--- config.mk ---
export PLATFORM = sky130hd
export DESIGN_NAME = conv_weight_loader
export DESIGN_NICKNAME = d
export VERILOG_FILES = /design/src/rtl/conv_weight_loader_pkg.sv /design/src/rtl/conv_weight_loader_weight_ram.sv /design/src/rtl/conv_weight_loader.sv
export SDC_FILE = /design/constraint.sdc
export NUM_CORES = 2
export LEC_CHECK = 0
export BUFFER_PORTS_ARGS = -buffer_cell sky130_fd_sc_hd__buf_2
export CORE_ASPECT_RATIO = 1.25
export CORE_MARGIN = 3
export CORE_UTILIZATION = 63
export DETAILED_ROUTE_END_ITERATION = 6
export GPL_TIMING_DRIVEN = 0
export HOLD_SLACK_MARGIN = 0.05
export MAX_ROUTING_LAYER = met4
export PLACE_DENSITY = 0.82
export SLEW_MARGIN = 10
export SYNTH_ARGS = -nofsm -noshare
export SYNTH_HDL_FRONTEND = slang
export SYNTH_SLANG_ARGS = --single-unit
export TNS_END_PERCENT = 30
--- constraint.sdc ---
create_clock -name clk -period 5.1 [get_ports clk]
set_input_delay 0.255 -clock clk [delete_from_list [all_inputs] [get_ports clk]]
set_output_delay 0.255 -clock clk [all_outputs]
set_load 0.1 [all_outputs]
--- src/rtl/conv_weight_loader_pkg.sv ---
// conv_weight_loader_pkg: shared widths, set length and loader FSM state encoding
package conv_weight_loader_pkg;
    localparam int CWL_DATA_WIDTH = 32;
    localparam int CWL_ADDR_WIDTH = 6;
    localparam int CWL_SET_LEN    = 10;
    typedef enum logic {S_FILL = 1'b0, S_STALL = 1'b1} ld_state_t;
endpackage

--- src/rtl/conv_weight_loader_weight_ram.sv ---
// weight_ram_64x32: one weight bank, 1 write port + 1 registered read port
//   clk, rst_n         clock, async active-low reset (clears only the read register)
//   i_clear            sync clear of the read register
//   i_we/i_waddr/i_wdata  write port
//   i_raddr/o_rdata    read port, 1-cycle latency
module weight_ram_64x32
    import conv_weight_loader_pkg::*;
#(
    parameter int DATA_WIDTH = CWL_DATA_WIDTH,
    parameter int ADDR_WIDTH = CWL_ADDR_WIDTH
) (
    input  logic                  clk,
    input  logic                  rst_n,
    input  logic                  i_clear,
    input  logic                  i_we,
    input  logic [ADDR_WIDTH-1:0] i_waddr,
    input  logic [DATA_WIDTH-1:0] i_wdata,
    input  logic [ADDR_WIDTH-1:0] i_raddr,
    output logic [DATA_WIDTH-1:0] o_rdata
);
    logic [DATA_WIDTH-1:0] r_mem [2**ADDR_WIDTH];
    logic [DATA_WIDTH-1:0] r_rdata;
    always_ff @(posedge clk) begin
        if (i_we) r_mem[i_waddr] <= i_wdata;
    end
    always_ff @(posedge clk or negedge rst_n) begin
        if (!rst_n) r_rdata <= '0;
        else        r_rdata <= i_clear ? '0 : r_mem[i_raddr];
    end
    assign o_rdata = r_rdata;
endmodule

--- src/rtl/conv_weight_loader.sv ---
// conv_weight_loader: streams weight sets into a ping-pong pair of weight RAMs
//   clk, rst_n      clock, async active-low reset
//   i_clear         sync clear of flags, pointers and counter
//   i_wt_valid/i_wt_data/o_wt_ready  upstream weight stream
//   i_rd_addr/o_rd_data              read port into current read bank, 1-cycle latency
//   o_set_valid     read bank holds a complete set
//   i_set_release   reader done with current read bank
//   o_rd_bank       current read bank index
module conv_weight_loader
    import conv_weight_loader_pkg::*;
#(
    parameter int DATA_WIDTH = CWL_DATA_WIDTH,
    parameter int ADDR_WIDTH = CWL_ADDR_WIDTH,
    parameter int SET_LEN    = CWL_SET_LEN
) (
    input  logic                  clk,
    input  logic                  rst_n,
    input  logic                  i_clear,
    input  logic                  i_wt_valid,
    input  logic [DATA_WIDTH-1:0] i_wt_data,
    output logic                  o_wt_ready,
    input  logic [ADDR_WIDTH-1:0] i_rd_addr,
    output logic [DATA_WIDTH-1:0] o_rd_data,
    output logic                  o_set_valid,
    input  logic                  i_set_release,
    output logic                  o_rd_bank
);
    localparam logic [ADDR_WIDTH:0] LAST_IDX = (ADDR_WIDTH+1)'(SET_LEN - 1);
    ld_state_t             r_state, w_state_nxt;
    logic                  r_wt_ready, r_wr_bank, r_rd_bank, r_rd_sel;
    logic [ADDR_WIDTH:0]   r_wr_cnt;
    logic [1:0]            r_full, w_full_rel, w_full_nxt;
    logic                  w_xfer, w_last, w_rel;
    logic [DATA_WIDTH-1:0] w_rd0, w_rd1;

    assign w_xfer     = i_wt_valid & r_wt_ready & ~i_clear;
    assign w_last     = w_xfer & (r_wr_cnt == LAST_IDX);
    assign w_rel      = i_set_release & r_full[r_rd_bank];
    // release is applied before the stall decision so a same-cycle release never stalls
    assign w_full_rel = r_full & ~(w_rel ? (2'b01 << r_rd_bank) : 2'b00);
    assign w_full_nxt = w_full_rel | (w_last ? (2'b01 << r_wr_bank) : 2'b00);

    always_comb begin
        w_state_nxt = r_state;
        w_state_nxt = (r_state == S_FILL) ? ((w_last & w_full_rel[~r_wr_bank]) ? S_STALL : S_FILL)
                                          : (r_full[r_wr_bank] ? S_STALL : S_FILL);
    end

    // ready is registered from the next state so it never depends on valid
    always_ff @(posedge clk or negedge rst_n) begin
        if (!rst_n) begin
            r_state    <= S_FILL;
            r_wt_ready <= 1'b0;
        end else if (i_clear) begin
            r_state    <= S_FILL;
            r_wt_ready <= 1'b0;
        end else begin
            r_state    <= w_state_nxt;
            r_wt_ready <= (w_state_nxt == S_FILL);
        end
    end

    always_ff @(posedge clk or negedge rst_n) begin
        if (!rst_n) begin
            r_full    <= '0;
            r_wr_bank <= 1'b0;
            r_rd_bank <= 1'b0;
            r_rd_sel  <= 1'b0;
            r_wr_cnt  <= '0;
        end else if (i_clear) begin
            r_full    <= '0;
            r_wr_bank <= 1'b0;
            r_rd_bank <= 1'b0;
            r_rd_sel  <= 1'b0;
            r_wr_cnt  <= '0;
        end else begin
            r_full    <= w_full_nxt;
            r_wr_bank <= r_wr_bank ^ w_last;
            r_rd_bank <= r_rd_bank ^ w_rel;
            r_rd_sel  <= r_rd_bank;
            r_wr_cnt  <= w_last ? '0 : r_wr_cnt + {{ADDR_WIDTH{1'b0}}, w_xfer};
        end
    end

    weight_ram_64x32 #(.DATA_WIDTH(DATA_WIDTH), .ADDR_WIDTH(ADDR_WIDTH)) u_bank0 (
        .clk(clk), .rst_n(rst_n), .i_clear(i_clear), .i_we(w_xfer & ~r_wr_bank),
        .i_waddr(r_wr_cnt[ADDR_WIDTH-1:0]), .i_wdata(i_wt_data),
        .i_raddr(i_rd_addr), .o_rdata(w_rd0)
    );
    weight_ram_64x32 #(.DATA_WIDTH(DATA_WIDTH), .ADDR_WIDTH(ADDR_WIDTH)) u_bank1 (
        .clk(clk), .rst_n(rst_n), .i_clear(i_clear), .i_we(w_xfer & r_wr_bank),
        .i_waddr(r_wr_cnt[ADDR_WIDTH-1:0]), .i_wdata(i_wt_data),
        .i_raddr(i_rd_addr), .o_rdata(w_rd1)
    );

    // read data is muxed by the bank that was current when the read was issued
    assign o_rd_data   = r_rd_sel ? w_rd1 : w_rd0;
    assign o_wt_ready  = r_wt_ready;
    assign o_set_valid = r_full[r_rd_bank];
    assign o_rd_bank   = r_rd_bank;
endmodule

# After elaboration in Yosys (flattened, before gate mapping)
# Memory sizes are Yosys's and may differ from the RTL's.
# Index checks and enable logic that the tools add are counted.
[totals] register_bits=78 latch_bits=0 ramBits=4096 romBits=0 output_inout_bits=35 word_cells=59 memories=2
[mem_list] name="u_bank0.r_mem" words=64 width=32 read_ports=1 rd_clocked_by_memory_dff=0 wr=1 line_no="conv_weight_loader_weight_ram.sv:21" rtl="logic [DATA_WIDTH-1:0] r_mem [2**ADDR_WIDTH];"
[mem_list] name="u_bank1.r_mem" words=64 width=32 read_ports=1 rd_clocked_by_memory_dff=0 wr=1 line_no="conv_weight_loader_weight_ram.sv:21"
[op_classes] n_addsub=1 mul=0 n_div=0 magnitude_cmp=3 eq_ne=1 shifts=2 n_mux=26 bitwise_logic=15 reduce_logical=0
[ops] cell="$mux W32" n=3
[ops] cell="$mux W1" n=18
[ops] cell="$mux W7" n=2
[ops] cell="$add A7 B1 Y7" n=1
[ops] cell="$and A1 B1 Y1" n=7
[ops] cell="$eq A7 B4 Y1 const B" n=1
[ops] cell="$lt A1 B2 Y1 const B" n=3
[ops] cell="$mux W2" n=3
[ops] cell="$shl A1 B1 Y2 const A" n=2
[ops] cell="$not A1 Y1" n=3
[ops] cell="$and A2 B2 Y2" n=1
[ops] cell="$not A2 Y2" n=1
[ops] cell="$or A2 B2 Y2" n=1
[ops] cell="$xor A1 B1 Y1" n=2

# Depth between registers and ports, before layout
[depth] word_depth=13 mapped_depth=10

# Hierarchy
# A second synthesis with hierarchy kept.
[hier_totals] cells_unflattened=6984 area_unflattened_um2=160348.8
[by_module_without_submodules] mod="weight_ram_64x32" instances=2 cells_per_inst=3438 area_per_inst_um2=79613.9 seq_area_each_um2=62299.8
[by_module_without_submodules] mod="conv_weight_loader" instances=1 cells_per_inst=108 area_per_inst_um2=1121.1 seq_area_each_um2=350.3

# Worst setup path after synthesis
# OpenSTA, ideal clock, no wires.
[synth_timing] path_kind="register -> register" startpoint="register r_wr_cnt[1]" endpoint="memory u_bank0.r_mem[9][0] (netlist name) (enable)" arrival_ps=3681 required_ps=4639 slack_ps=958 stages_incl_launch_ff=6 n_path_buf=2 cell_sequence="dfrtp_1 buf_2 or3b_1 clkbuf_1 or3b_4 nor3_1"
[synth_rtl] item="start: declaration" line_no="conv_weight_loader.sv:31" rtl="logic [ADDR_WIDTH:0] r_wr_cnt;"
[synth_rtl] item="start signal: assignment" line_no="conv_weight_loader.sv:81" rtl="r_wr_cnt <= w_last ? '0 : r_wr_cnt + {{ADDR_WIDTH{1'b0}}, w_xfer};"
[synth_rtl] item="end: declaration" line_no="conv_weight_loader_weight_ram.sv:21"
# No word-level cell before the write port.

# Final worst setup path
[layout_timing] startpoint="input port i_rd_addr[1]" endpoint="register u_bank0.r_rdata[27], in the netlist u_bank0.o_rdata[27]"
[layout_via] elab_chain_len=2
[layout_rtl] item="start: declaration" line_no="conv_weight_loader.sv:22" rtl="input logic [ADDR_WIDTH-1:0] i_rd_addr,"
[layout_rtl] item="$mem_v2 Z64 W32"
[layout_rtl] item="$mux W32" line_no="conv_weight_loader_weight_ram.sv:28" rtl="else r_rdata <= i_clear ? '0 : r_mem[i_raddr];"
[layout_rtl] item="end signal: assignment" line_no="conv_weight_loader_weight_ram.sv:28"
[layout_rtl] item="end: declaration" line_no="conv_weight_loader_weight_ram.sv:22" rtl="logic [DATA_WIDTH-1:0] r_rdata;"
# Every way passes these cells.

==> results.md <==
* Status: finished with violations
* Failing checks: design-rule violations, max-capacitance violations, max-slew violations
* Detailed placement HPWL at 368000 microns
* Final hold violations at 0
* RePlAce Congestion at ~1.0
* Reg2Reg Depth at 5
* Path type of the worst min-delay path: in -> reg
* Asr flop ratio synth at 0.0187
* Final nets at slightly below 8000
* Gr usage total at 0.461
* Final Cycle Share at 0.922
* Synth Area in Compound Gates at 0.0314
* Number of antenna violations at the first check in global routing at between 60 and 70
* FMAX at approximately 210 MHz
* Setup Viol. Count Final at 0
* Slew margin rel. at -0.117
* LEAKAGE at 0.0580 uW
* Syn nets at a little over 7000
* Die Y at roughly 570 microns
* Post-synthesis mux area share at 0.155
* Synth warnings at 0
* Min cycle time layout at 4.70 ns
* Critical Path End Type: flip-flop
* Cells after synthesis at ~7100
* Sequential share of the synthesized area at 0.787
* Critical Path End: u_bank0.o_rdata[27]
* Crit-path slowest cell: o21ai_0
* Crit path kind: in -> reg
* CTS tree: built
* Min-Delay Startpoint: i_clear
* FF+latch count, synth at approximately 4200
* Global-route congestion overflow total at 0
* Mapped cell area at 159000 sq um
* Die area at 258000 sq um
* Largest family of logic cells by synthesized area: multiplexers
* Share of layout cells above drive strength 1 at 0.273
* Post-cts resize count at 0
* Num CTS Buffers at around 380
* Average cell area after synthesis at between 20 and 25 sq um
* PortBufs at 75
* CTS Buffer Depth at 4
* Max incr delay on CP at ~1.1 ns
* Number of flops mapped to enable cells by yosys at 4096
* Final Skew at around 0.075 ns
* Final setup margin at about 0.40 ns
* CP arrival at ~5.5 ns
* Iter 0 DRT Violations at about 18000
* Pre-CTS WS at 0.206 ns
* Setup TNS at 0 ns
* Core area at 250000 sq um
* H-Tree Depth at 5
* VDD IR max at roughly 520 uV
* R2r startpoint: r_wr_cnt[2]
* Post-DRT Antenna Nets at 0
* Synth Area in Simple Gates at 0.0115
* Max-cap violations at 1
* DR WL/cell at ~50 microns
* Drt pass-1 iters at 7
* Crit path top cell by count: buf_2
* CP Cell Sequence: buf_2, buf_2, buf_2, buf_2, buf_2, mux2i_1, o21ai_0, o22a_1
* Critical Path Source: i_rd_addr[1]
* Final-report max-slew violation count at 3
* Most used DFF post-synth: edfxtp_1
* Top-level I/O count at between 70 and 80
* Crit path launch type: input port
* Die X at 455 microns
* Rows at 205
* Vias in the first global route at around 86000
* Worst EP required at ~5.9 ns
* Synth Area in Adders at 0.000552
* CTS root buffer: clkbuf_16
* Clock Latency Late Sink at 0.99 ns
* Post-synth cell types at 48
* Drt total wl at approximately 570000 microns
* Clk sinks at 4174
* Routed vias/inst at 7.76
* Critical R2R Capture: u_bank0.r_mem[46][12]
* Worst-Margin Slew at about 1.7 ns
* Worst-path fanout max at 11
* Initial core utilization at 0.635
* Area growth syn-to-layout at 14.7%
* Largest net degree at the start of global routing at 97
* Vias at 89100
* CTS clock-pin slew for the worst setup and hold paths at around 0.070 ns
* RSZ-0062 raised after global routing: false
* PD cells at ~400 nW/um^2
* First-pass GRT wire length at ~760000 microns
* DRC at 2
* XOR/XNOR Fraction of Synth Area at 0.000276
* Flop-to-flop setup slack at 0.95 ns
* Final Core Density at 0.728
==> metal layers <==
| layer | up-vias | GRT usage | wire [microns] |
|---|---|---|---|
| met2 | 9723 | 0.666 | 260000 |
| met4 | 0 | 0.354 | 60900 |
| li1 | 31600 | - | - |
| met3 | 2222 | 0.146 | 82700 |
| met1 | 45500 | 0.543 | 167000 |
| met5 | - | - | 0 |
==> metrics by stage <==
step,area (sq um),std cells,total power [uW],hold WS [ns]
floorplan,159000,7081,40400,-0.0406
global placement,163000,10500,42600,0.563
detailed placement,169000,10700,42800,0.159
CTS,182000,11400,71600,0.195
global route,182000,11500,73000,0.210
finish,182000,11500,72100,0.269
==> logic make-up after synthesis <==
group | count (synthesis)
AOI/OAI and AO/OA | 720
xor gates and xnor gates | 5
muxes | 1372
buffers and inverters | 425
DFF | 4174
and+or+nand+nor | 378
adders and majority gates | 7
==> state kept, by name, indices dropped and copies added (netlist names) <==
signal           flops
u_bank0.r_mem     2048
o_wt_ready           1
r_full               2
r_wr_cnt             7
u_bank1.r_mem     2048
r_rd_sel             1
o_rd_bank            1
u_bank0.o_rdata     32
r_state              1
r_wr_bank            1
u_bank1.o_rdata     32
==> power by group <==
| group | total [uW] | leakage, uW | internal (uW) | switching, uW |
|---|---|---|---|---|
| sequential | 37700 | 0.0378 | 37700 | 27.3 |
| clock | 29600 | 0.00613 | 16400 | 13200 |
| combinational | 4730 | 0.0140 | 1240 | 3490 |
| total | 72100 | 0.0580 | 55300 | 16700 |
==> critical path, delay by kind of cell <==
family | cells | cell delay (ns)
buffers and inverters | 5 | 2.98
multiplexers | 1 | 0.40
AO/OA/AOI/OAI | 2 | 1.81
==> placed cells by master, fill, tap and decap left out, drive strengths merged, types with 100 or more instances in the layout <==
master	instances
a21oi	103
buf	539
clkbuf	623
clkinv	158
edfxtp	4096
mux2i	458
mux4	871
nor2	158
nor3	100
o22ai	208
==> how the worst min path moves through the flow <==
stage	to	slack, ns	cells after the start
3_5_place_dp	r_rd_sel	0.16	1
5_1_grt	u_bank0.r_mem[9][28]	0.21	3
2_1_floorplan	o_rd_bank	-0.04	0
3_3_place_gp	r_full[1]	0.56	2
4_1_cts	o_rd_bank	0.20	3
6_report	o_rd_bank	0.27	3
==> synthesized netlist by cell type (2+ instances only) <==
| cell | n | area (sq um) |
|---|---|---|
| o22a_1 | 55 | 482 |
| nand2b_1 | 9 | 56.3 |
| a22oi_1 | 59 | 443 |
| mux2i_1 | 458 | 4580 |
| xnor2_1 | 2 | 17.5 |
| ha_1 | 7 | 87.6 |
| edfxtp_1 | 4096 | 123000 |
| xor2_1 | 3 | 26.3 |
| buf_4 | 61 | 458 |
| dfrtp_1 | 78 | 1950 |
| and3_1 | 4 | 25.0 |
| inv_1 | 6 | 22.5 |
| and2b_1 | 2 | 15.0 |
| nand2_1 | 21 | 78.8 |
| nand3b_1 | 5 | 37.5 |
| a211oi_1 | 98 | 736 |
| buf_2 | 159 | 796 |
| or2_2 | 4 | 25.0 |
| buf_6 | 21 | 236 |
| nor2b_1 | 52 | 325 |
| buf_1 | 24 | 90.1 |
| o211ai_1 | 17 | 128 |
| o22ai_1 | 208 | 1300 |
| nor3_1 | 99 | 495 |
| mux4_2 | 871 | 19600 |
| nor2_1 | 157 | 589 |
| o21ai_0 | 51 | 255 |
| o21a_1 | 9 | 67.6 |
| o221ai_1 | 77 | 674 |
| or3_1 | 2 | 12.5 |
| and2_1 | 5 | 31.3 |
| clkbuf_1 | 153 | 574 |
| mux2_2 | 43 | 484 |
| a221oi_1 | 42 | 368 |
| nand3_1 | 8 | 40.0 |
| a21oi_1 | 103 | 515 |
==> layout make-up <==
class | count | area (sq um)
clock inverter | 227 | 2490
sequential | 4174 | 125000
tap | 3312 | 4140
fill | 13100 | 67900
inverter | 6 | 22.5
buffer | 419 | 2190
timing repair buffer | 309 | 5170
antenna | 78 | 195
multi-input combinational | 2482 | 32900
clock buffer | 469 | 10100
==> what timing repair did <==
item | 4_1_cts | 5_1_grt
endpoints found under the setup margin | 0 | 0
endpoints found under the hold margin | 2013 | 0
hold buffers | 36 | 0
setup buffers | 0 | 0
No activity file was read; power rests on OpenSTA's default activity.
